==> src/rtl/snake_dir_ctrl.sv <==
// Snake direction stage: synchronises PS/2 key levels, queues up to two turn
// requests and commits one per game tick. Macro SNAKE_REVERSE_FILTER_EN rejects reversals.
module snake_dir_ctrl #(
  parameter int unsigned SYNC_STAGES = 2,
  parameter logic [1:0]  INIT_DIR    = 2'd3
) (
  input  logic       clk,
  input  logic       rst,
  input  logic       key_up,
  input  logic       key_left,
  input  logic       key_down,
  input  logic       key_right,
  input  logic       tick,
  output logic [1:0] dir,
  output logic       dir_changed,
  output logic       pending,
  output logic       q_full,
  output logic       req_drop
);

  typedef enum logic [1:0] {
    Q_EMPTY = 2'd0,
    Q_ONE   = 2'd1,
    Q_FULL  = 2'd2
  } q_state_e;

  // Bit index equals the direction code (0=up 1=left 2=down 3=right).
  logic [3:0] key_vec;
  assign key_vec = {key_right, key_down, key_left, key_up};

  logic [3:0][SYNC_STAGES-1:0] sync_q, sync_d;
  logic [3:0]                  prev_q, prev_d;
  logic [3:0]                  sync_out, key_rise;

  q_state_e   state_q, state_d;
  logic [1:0] slot0_q, slot0_d;
  logic [1:0] slot1_q, slot1_d;
  logic [1:0] dir_q, dir_d;
  logic       dir_changed_q, dir_changed_d;
  logic       req_drop_q, req_drop_d;

  logic       req_valid;
  logic [1:0] req_dir;
  logic [1:0] ref_dir;
  logic       is_reversal;
  logic       req_ok;
  logic       do_pop;
  logic       do_push;

  always_comb begin
    for (int unsigned i = 0; i < 4; i++) begin
      sync_d[i]   = {sync_q[i][SYNC_STAGES-2:0], key_vec[i]};
      sync_out[i] = sync_q[i][SYNC_STAGES-1];
    end
    prev_d   = sync_out;
    key_rise = sync_out & ~prev_q;
  end

  // Lowest index wins: up > left > down > right.
  always_comb begin
    req_valid = |key_rise;
    req_dir   = 2'd3;
    if (key_rise[0]) begin
      req_dir = 2'd0;
    end else if (key_rise[1]) begin
      req_dir = 2'd1;
    end else if (key_rise[2]) begin
      req_dir = 2'd2;
    end
  end

  // Requests are compared against where the snake will be heading once the
  // queue drains, i.e. the tail, even if the head is being popped this cycle.
  always_comb begin
    ref_dir = dir_q;
    case (state_q)
      Q_ONE:   ref_dir = slot0_q;
      Q_FULL:  ref_dir = slot1_q;
      default: ref_dir = dir_q;
    endcase
  end

`ifdef SNAKE_REVERSE_FILTER_EN
  assign is_reversal = (req_dir == (ref_dir ^ 2'd2));
`else
  assign is_reversal = 1'b0;
`endif

  assign req_ok  = req_valid && (req_dir != ref_dir) && !is_reversal;
  assign do_pop  = tick && (state_q != Q_EMPTY);
  assign do_push = req_ok && ((state_q != Q_FULL) || do_pop);

  always_comb begin
    state_d       = state_q;
    slot0_d       = slot0_q;
    slot1_d       = slot1_q;
    dir_d         = dir_q;
    dir_changed_d = do_pop;
    req_drop_d    = req_valid && !do_push;

    if (do_pop) begin
      dir_d = slot0_q;
    end

    case (state_q)
      Q_EMPTY: begin
        if (do_push) begin
          state_d = Q_ONE;
          slot0_d = req_dir;
        end
      end
      Q_ONE: begin
        if (do_pop && do_push) begin
          slot0_d = req_dir;
        end else if (do_pop) begin
          state_d = Q_EMPTY;
        end else if (do_push) begin
          state_d = Q_FULL;
          slot1_d = req_dir;
        end
      end
      Q_FULL: begin
        if (do_pop) begin
          slot0_d = slot1_q;
          if (do_push) begin
            slot1_d = req_dir;
          end else begin
            state_d = Q_ONE;
          end
        end
      end
      default: begin
        state_d = Q_EMPTY;
      end
    endcase
  end

  always_ff @(posedge clk) begin
    if (rst) begin
      sync_q        <= '0;
      prev_q        <= '0;
      state_q       <= Q_EMPTY;
      slot0_q       <= '0;
      slot1_q       <= '0;
      dir_q         <= INIT_DIR;
      dir_changed_q <= 1'b0;
      req_drop_q    <= 1'b0;
    end else begin
      sync_q        <= sync_d;
      prev_q        <= prev_d;
      state_q       <= state_d;
      slot0_q       <= slot0_d;
      slot1_q       <= slot1_d;
      dir_q         <= dir_d;
      dir_changed_q <= dir_changed_d;
      req_drop_q    <= req_drop_d;
    end
  end

  assign dir         = dir_q;
  assign dir_changed = dir_changed_q;
  assign pending     = (state_q != Q_EMPTY);
  assign q_full      = (state_q == Q_FULL);
  assign req_drop    = req_drop_q;

endmodule

==> config.mk <==
export PLATFORM = sky130hd
export DESIGN_NAME = snake_dir_ctrl
export DESIGN_NICKNAME = d
export VERILOG_FILES = /design/src/rtl/snake_dir_ctrl.sv
export SDC_FILE = /design/constraint.sdc
export NUM_CORES = 1
export LEC_CHECK = 0
export BUFFER_PORTS_ARGS = -buffer_cell sky130_fd_sc_hd__buf_4
export CORE_MARGIN = 2
export CORE_UTILIZATION = 45
export CTS_CLUSTER_DIAMETER = 150
export DETAILED_ROUTE_END_ITERATION = 12
export PLACE_DENSITY = 0.6
export REMOVE_ABC_BUFFERS = 1
export SLEW_MARGIN = 40
export SYNTH_ARGS = -nofsm -noshare
export SYNTH_HDL_FRONTEND = slang
export SYNTH_SLANG_ARGS = --single-unit
==> constraint.sdc <==
create_clock -name clk -period 2.7 [get_ports clk]
set_input_delay 0.27 -clock clk [delete_from_list [all_inputs] [get_ports clk]]
set_output_delay 0.27 -clock clk [all_outputs]
set_load 0.02 [all_outputs]
== Word-level counts from Yosys, hierarchy flattened ==
Index checks and enable logic that the tools add are counted.
Operators by class
  bitwise gates (word level): 2
  eq/ne operators: 11
  reductions and logical operators: 15
  multiplexer cells: 20
Operator list (number)
  2-bit two-way mux: 15
  2-bit != test, second input constant: 6
  2-bit case mux with 3 select lines: 2
  2-bit case mux with 2 select lines: 2
  4-bit AND reduction: 2
  1-bit logical AND: 5
  5-bit AND reduction: 1
  4-bit AND: 1
  4-bit inverter: 1
  2-bit nonzero test: 2
  4-bit OR reduction: 1
  3-bit != test, second input constant: 1
  3-bit nonzero test: 1
  2-bit by 1-bit equality test with 1-bit output, second input constant: 1
  2-bit equality test, second input constant: 1
  2-bit logical NOT: 1
  2-bit by 1-bit != test with 1-bit output, second input constant: 1
  2-bit != test: 1
  1-bit logical NOT: 1
  1-bit logical OR: 1
  1-bit two-way mux: 1
Storage, ports and cells
  bits in registers: 22
  input bits: 7

== Depth between registers and ports, before layout ==
  word-level depth: 12
  gate-level depth with buffers: 9
  gate-level depth less buffers: 9

== Least setup slack after synthesis ==
Ideal clock, no wire load.
  path kind: register -> register
  start point: reg state_q[0]
  end point: reg slot0_q[0]
  setup slack: 0.614 ns
  setup time: 0.080 ns
  buffers on the path: 0
  required time: 2.620 ns
  cell stages (with the launch flop): 10
  arrival time: 2.006 ns
  clock period less this slack: 2.086 ns
  path through: dfxtp_1 > inv_1 > ha_1 > a22oi_2 > a21oi_2 > xor2_2 > a31oi_4 > nand4_1 > a21o_1 > a211oi_2
Between the ends
  longest elaborated chain between the ends: 8
  elaborated cells on any way between the ends: 18
  those cells by class: eq/ne: 7; mux: 2; reduce/logical: 9
RTL lines
  start, declared: line 35  | q_state_e state_q, state_d;
  start signal, assigned: line 151  | state_q <= state_d;
  2-bit equality test *
  net q_full: line 17  | output logic q_full,
  2-bit case mux with 2 select lines: line 76  | case (state_q)
  2-bit != test: line 89  | assign req_ok = req_valid && (req_dir != ref_dir) && !is_reversal;
  1-bit logical AND: line 89
  1-bit logical AND: line 91  | assign do_push = req_ok && ((state_q != Q_FULL) || do_pop);
  1-bit logical AND: line 113  | if (do_pop && do_push) begin
  2-bit != test (no line)
  4-bit AND reduction (no line)
  end signal, assigned: line 152  | slot0_q <= slot0_d;
  end, declared: line 36  | logic [1:0] slot0_q, slot0_d;
Mark *: on every way through the listed nets, which the timed path passes. The rest lies on a longest branch.
A chain may end at the register's enable or synchronous reset.

== Worst setup path in the final report ==
  start point: reg state_q[0]
  end point: reg slot0_q[0]
Between the ends
  longest elaborated chain between the ends: 8
  elaborated cells on any way between the ends: 18
  those cells by class: eq/ne: 7; mux: 2; reduce/logical: 9
RTL lines (line)
  2-bit equality test or 2-bit by 1-bit equality test with 1-bit output (tied branches): 76, 105
  2-bit case mux with 2 select lines: 76
  2-bit != test: 89
  1-bit logical AND: 89
  1-bit logical AND: 91
  1-bit logical AND: 113
  2-bit != test (no line)
  4-bit AND reduction (no line)
Several ways; a longest one is shown, not always the timed one.

==> impl_metrics.csv <==
group,metric,value,unit
run_status,status,"finished clean",
floorplanning,dieArea,2726,um2
worst_setup_path,crit_path_end,"slot0_q[0]",
worst_setup_path,max_stage_delay,0.41,ns
placed_design,io_buffers,12,
route,wl_met3,80,um
timing,rsz0062_at_grt,"no",
cells_and_area,final_nets,133,
timing,fin_setup_tns,0,ns
synthesis,synth_most_common_cell,"dfxtp_1",
cts,cts-resized-gates,0,
cts,clock-sinks,22,
synthesis,synth.avg_cell_area,9.596,um2
worst_setup_path,r2r_start,"state_q[0]",
cts,cts_hold_buf,0,
route,route.vias.total,774,
cells_and_area,drive_above_1_share,0.2479,
route,drt-total-wl,1.743,mm
placed_design,gp_congestion,0.9237,
timing,slew_viol_final,0,
timing,fin_crit,2.376,ns
route,vias_per_cell,5.195,
power,power.leakage,0.4804,nW
cells_and_area,postLayoutCoreUtil,0.5464,
synthesis,ys_top_cells_by_count,"dfxtp_1 (22), nor2b_1 (13), nand2_1 (10), nor2_1 (7)",
synthesis,seq_area_frac_synth,0.4211,
power,cellPowerDensity,1021,nW/um2
cts,cts_buffers,3,
worst_setup_path,crit_start,"state_q[0]",
timing,fin_crit_sh,0.8799,
floorplanning,initial_utilization,0.4729,
synthesis,yosys_warnings,0,
timing,setup_viol,0,
cts,cts_buffer_depth,2,
timing,max_slew_margin,0.7076,
route,first_pass_iters,4,
route,dr.max_layer_used,"met4",
worst_setup_path,cp_data_required_time,2.93,ns
cells_and_area,area_growth,15.55,%
placed_design,detailed_place.area,1156,um2
global_routing,grt_pass1_vias,694,
floorplanning,die_h,52.21,um
global_routing,grt_pass1_wl,3.167,mm
cells_and_area,antennaDiodeCount,0,
synthesis,synth_edf_count,0,
synthesis,synthTopCellsByArea,"dfxtp_1 (42%), nor2b_1 (7.8%), ha_1 (4.8%)",
worst_setup_path,end_kind,"register",
synthesis,ys.flop_type,"dfxtp_1",
cells_and_area,ff_latch_area,440.4,um2
synthesis,synth_seq_cells,22,
worst_setup_path,r2r_end,"slot0_q[0]",
timing,hold_slack,0.1608,ns
floorplanning,rows,17,
route,wl_per_cell,11.70,um
floorplanning,die_w,52.21,um
cts,cts_tree,"done",
route,drt_iter0_drc,10,
global_routing,overflow,0,
worst_setup_path,r2r_cells,9,
cts,htreeDepth,1,
floorplanning,top_level_ports,13,
timing,max_clock_freq,420.9,MHz
power,peakVddDrop,0.4496,mV
worst_setup_path,arrival,2.61,ns
worst_setup_path,crit_chain,"inv_1 -> ha_1 -> a22oi_2 -> a21oi_2 -> xor2_2 -> a31oi_4 -> nand4_1 -> a21o_1 -> a211oi_2",
cells_and_area,multi_input_area,568.0,um2
cells_and_area,final_cell_area,1209,um2
route,wl_met2,802,um
floorplanning,core,2212,um2
cells_and_area,fillers,210,
synthesis,synth_top_area_share,0.4211,
timing,tightest_slew,0.4386,ns
worst_setup_path,cp_slowest_cell,"dfxtp_1",
cts,cts_root_buf,"clkbuf_4",
synthesis,yosysUniqueCellTypes,35,
synthesis,yosysTopAreaCell,"dfxtp_1",
global_routing,grt_max_degree,22,
route,m1WireLength,827,um
placed_design,dp_hpwl,1.278,mm
route,ant_nets,0,
synthesis,synthArstFlopShare,0,
flow_run,drv_cap,0,
synthesis,syn-cell-area,1046,um2
worst_setup_path,crit_path_start_kind,"register",
min_path,min_path_type,"input pin to register",
timing,clock-skew-final,0.009550,ns
worst_setup_path,critPathKind,"register to register",
synthesis,synthCells,109,
cts,clk-insertion-delay-late,0.31,ns
global_routing,antenna_found_initial,0,
worst_setup_path,cp_max_fo,13,
timing,hold_viol,0,
cts,cts_setup_buffers,0,
route,drc,0,
global_routing,grt_util_all_layers,0.1585,
worst_setup_path,reg2reg_slack,0.32,ns
cts,clkSlewWorstSetupHoldPaths,0.12,ns
==> metal layers <==
| metal | global-route usage | up-vias |
|---|---|---|
| met2 | 0.2511 | 20 |
| li1 | - | 396 |
| met4 | 0.07692 | 0 |
| met1 | 0.2025 | 354 |
| met3 | 0.03714 | 4 |
| met5 | 0 | - |
==> layout by cell type, fill, tap and decap left out <==
cell type,Yosys,routed
a211oi_1,2,2
a211oi_2,3,3
a21o_1,1,1
a21oi_1,6,6
a21oi_2,1,1
a221oi_2,1,1
a22oi_2,1,1
a31oi_1,1,1
a31oi_2,1,1
a31oi_4,1,1
and2_4,1,1
and3_1,2,2
buf_4,0,12
bufinv_16,0,1
clkbuf_4,0,3
dfxtp_1,22,22
ha_1,4,4
inv_1,6,6
nand2_1,10,10
nand2b_1,3,3
nand2b_4,1,1
nand3_1,2,2
nand4_1,1,1
nand4b_1,1,1
nor2_1,7,7
nor2b_1,13,13
nor2b_4,2,2
nor3_1,1,1
o211a_1,1,1
o211ai_1,2,2
o21ai_0,1,1
o21ai_1,2,2
o21bai_4,1,1
o22ai_1,1,1
o31ai_1,1,1
or2_1,1,1
xor2_2,1,1
==> report_power, final <==
| group | total, mW | internal, mW | switching [mW] |
|---|---|---|---|
| Clock | 0.247 | 0.150 | 0.0967 |
| Sequential | 0.407 | 0.374 | 0.0330 |
| Combinational | 0.580 | 0.247 | 0.334 |
| Total | 1.23 | 0.771 | 0.464 |
==> registers in the layout, summed over array words and instances (netlist names) <==
name / flops
dir: 2
slot0_q: 2
sync_d: 4
prev_q: 4
prev_d: 4
dir_changed: 1
slot1_q: 2
req_drop: 1
state_q: 2
==> worst max-delay path: cells and delay by family, from the launching register on <==
family,cells,cell delay (ns)
xor+xnor,1,0.17
compound gates,5,1.09
fa+ha+maj,1,0.36
simple gates,1,0.19
buf+inv,1,0.08
flops,1,0.41
==> worst min-delay path by stage <==
| stage | startpoint | end | depth (start not counted) |
|---|---|---|---|
| after floorplan | rst | slot0_q[0] | 1 |
| after global placement | sync_d[7] | prev_d[3] | 1 |
| after detailed placement | sync_d[1] | prev_d[0] | 1 |
| after CTS | key_up | sync_d[1] | 2 |
| after global routing | key_right | sync_d[7] | 2 |
| final | key_right | sync_d[7] | 2 |
==> layout make-up <==
class,count,area share
clock buffer,3,0.01863
clock inverter,1,0.02484
inverter,6,0.01863
multi-input combinational,77,0.4700
sequential,22,0.3644
tap,28,0.02899
timing repair buffer,12,0.07453
==> logic make-up (layout without fill, tap and decap cells) <==
group,Yosys count,after routing,share of synthesized area
xor gates and xnor gates,1,1,0.01555
AOI/OAI and AO/OA,27,27,0.2285
adders and majority gates,4,4,0.04785
buffers and inverters,10,22,0.03588
and+or+nand+nor,45,45,0.2512
DFF,22,22,0.4211
==> per-stage QoR <==
step	setup slack, ns	instances	power, mW
global placement	0.4630	145	0.9932
detailed placement	0.3775	145	0.9959
global route	0.1065	149	1.329
finish	0.3244	149	1.235
CTS	0.3138	149	1.250
floorplan	0.5168	105	0.8671
Power figures use the tool's default switching activity.
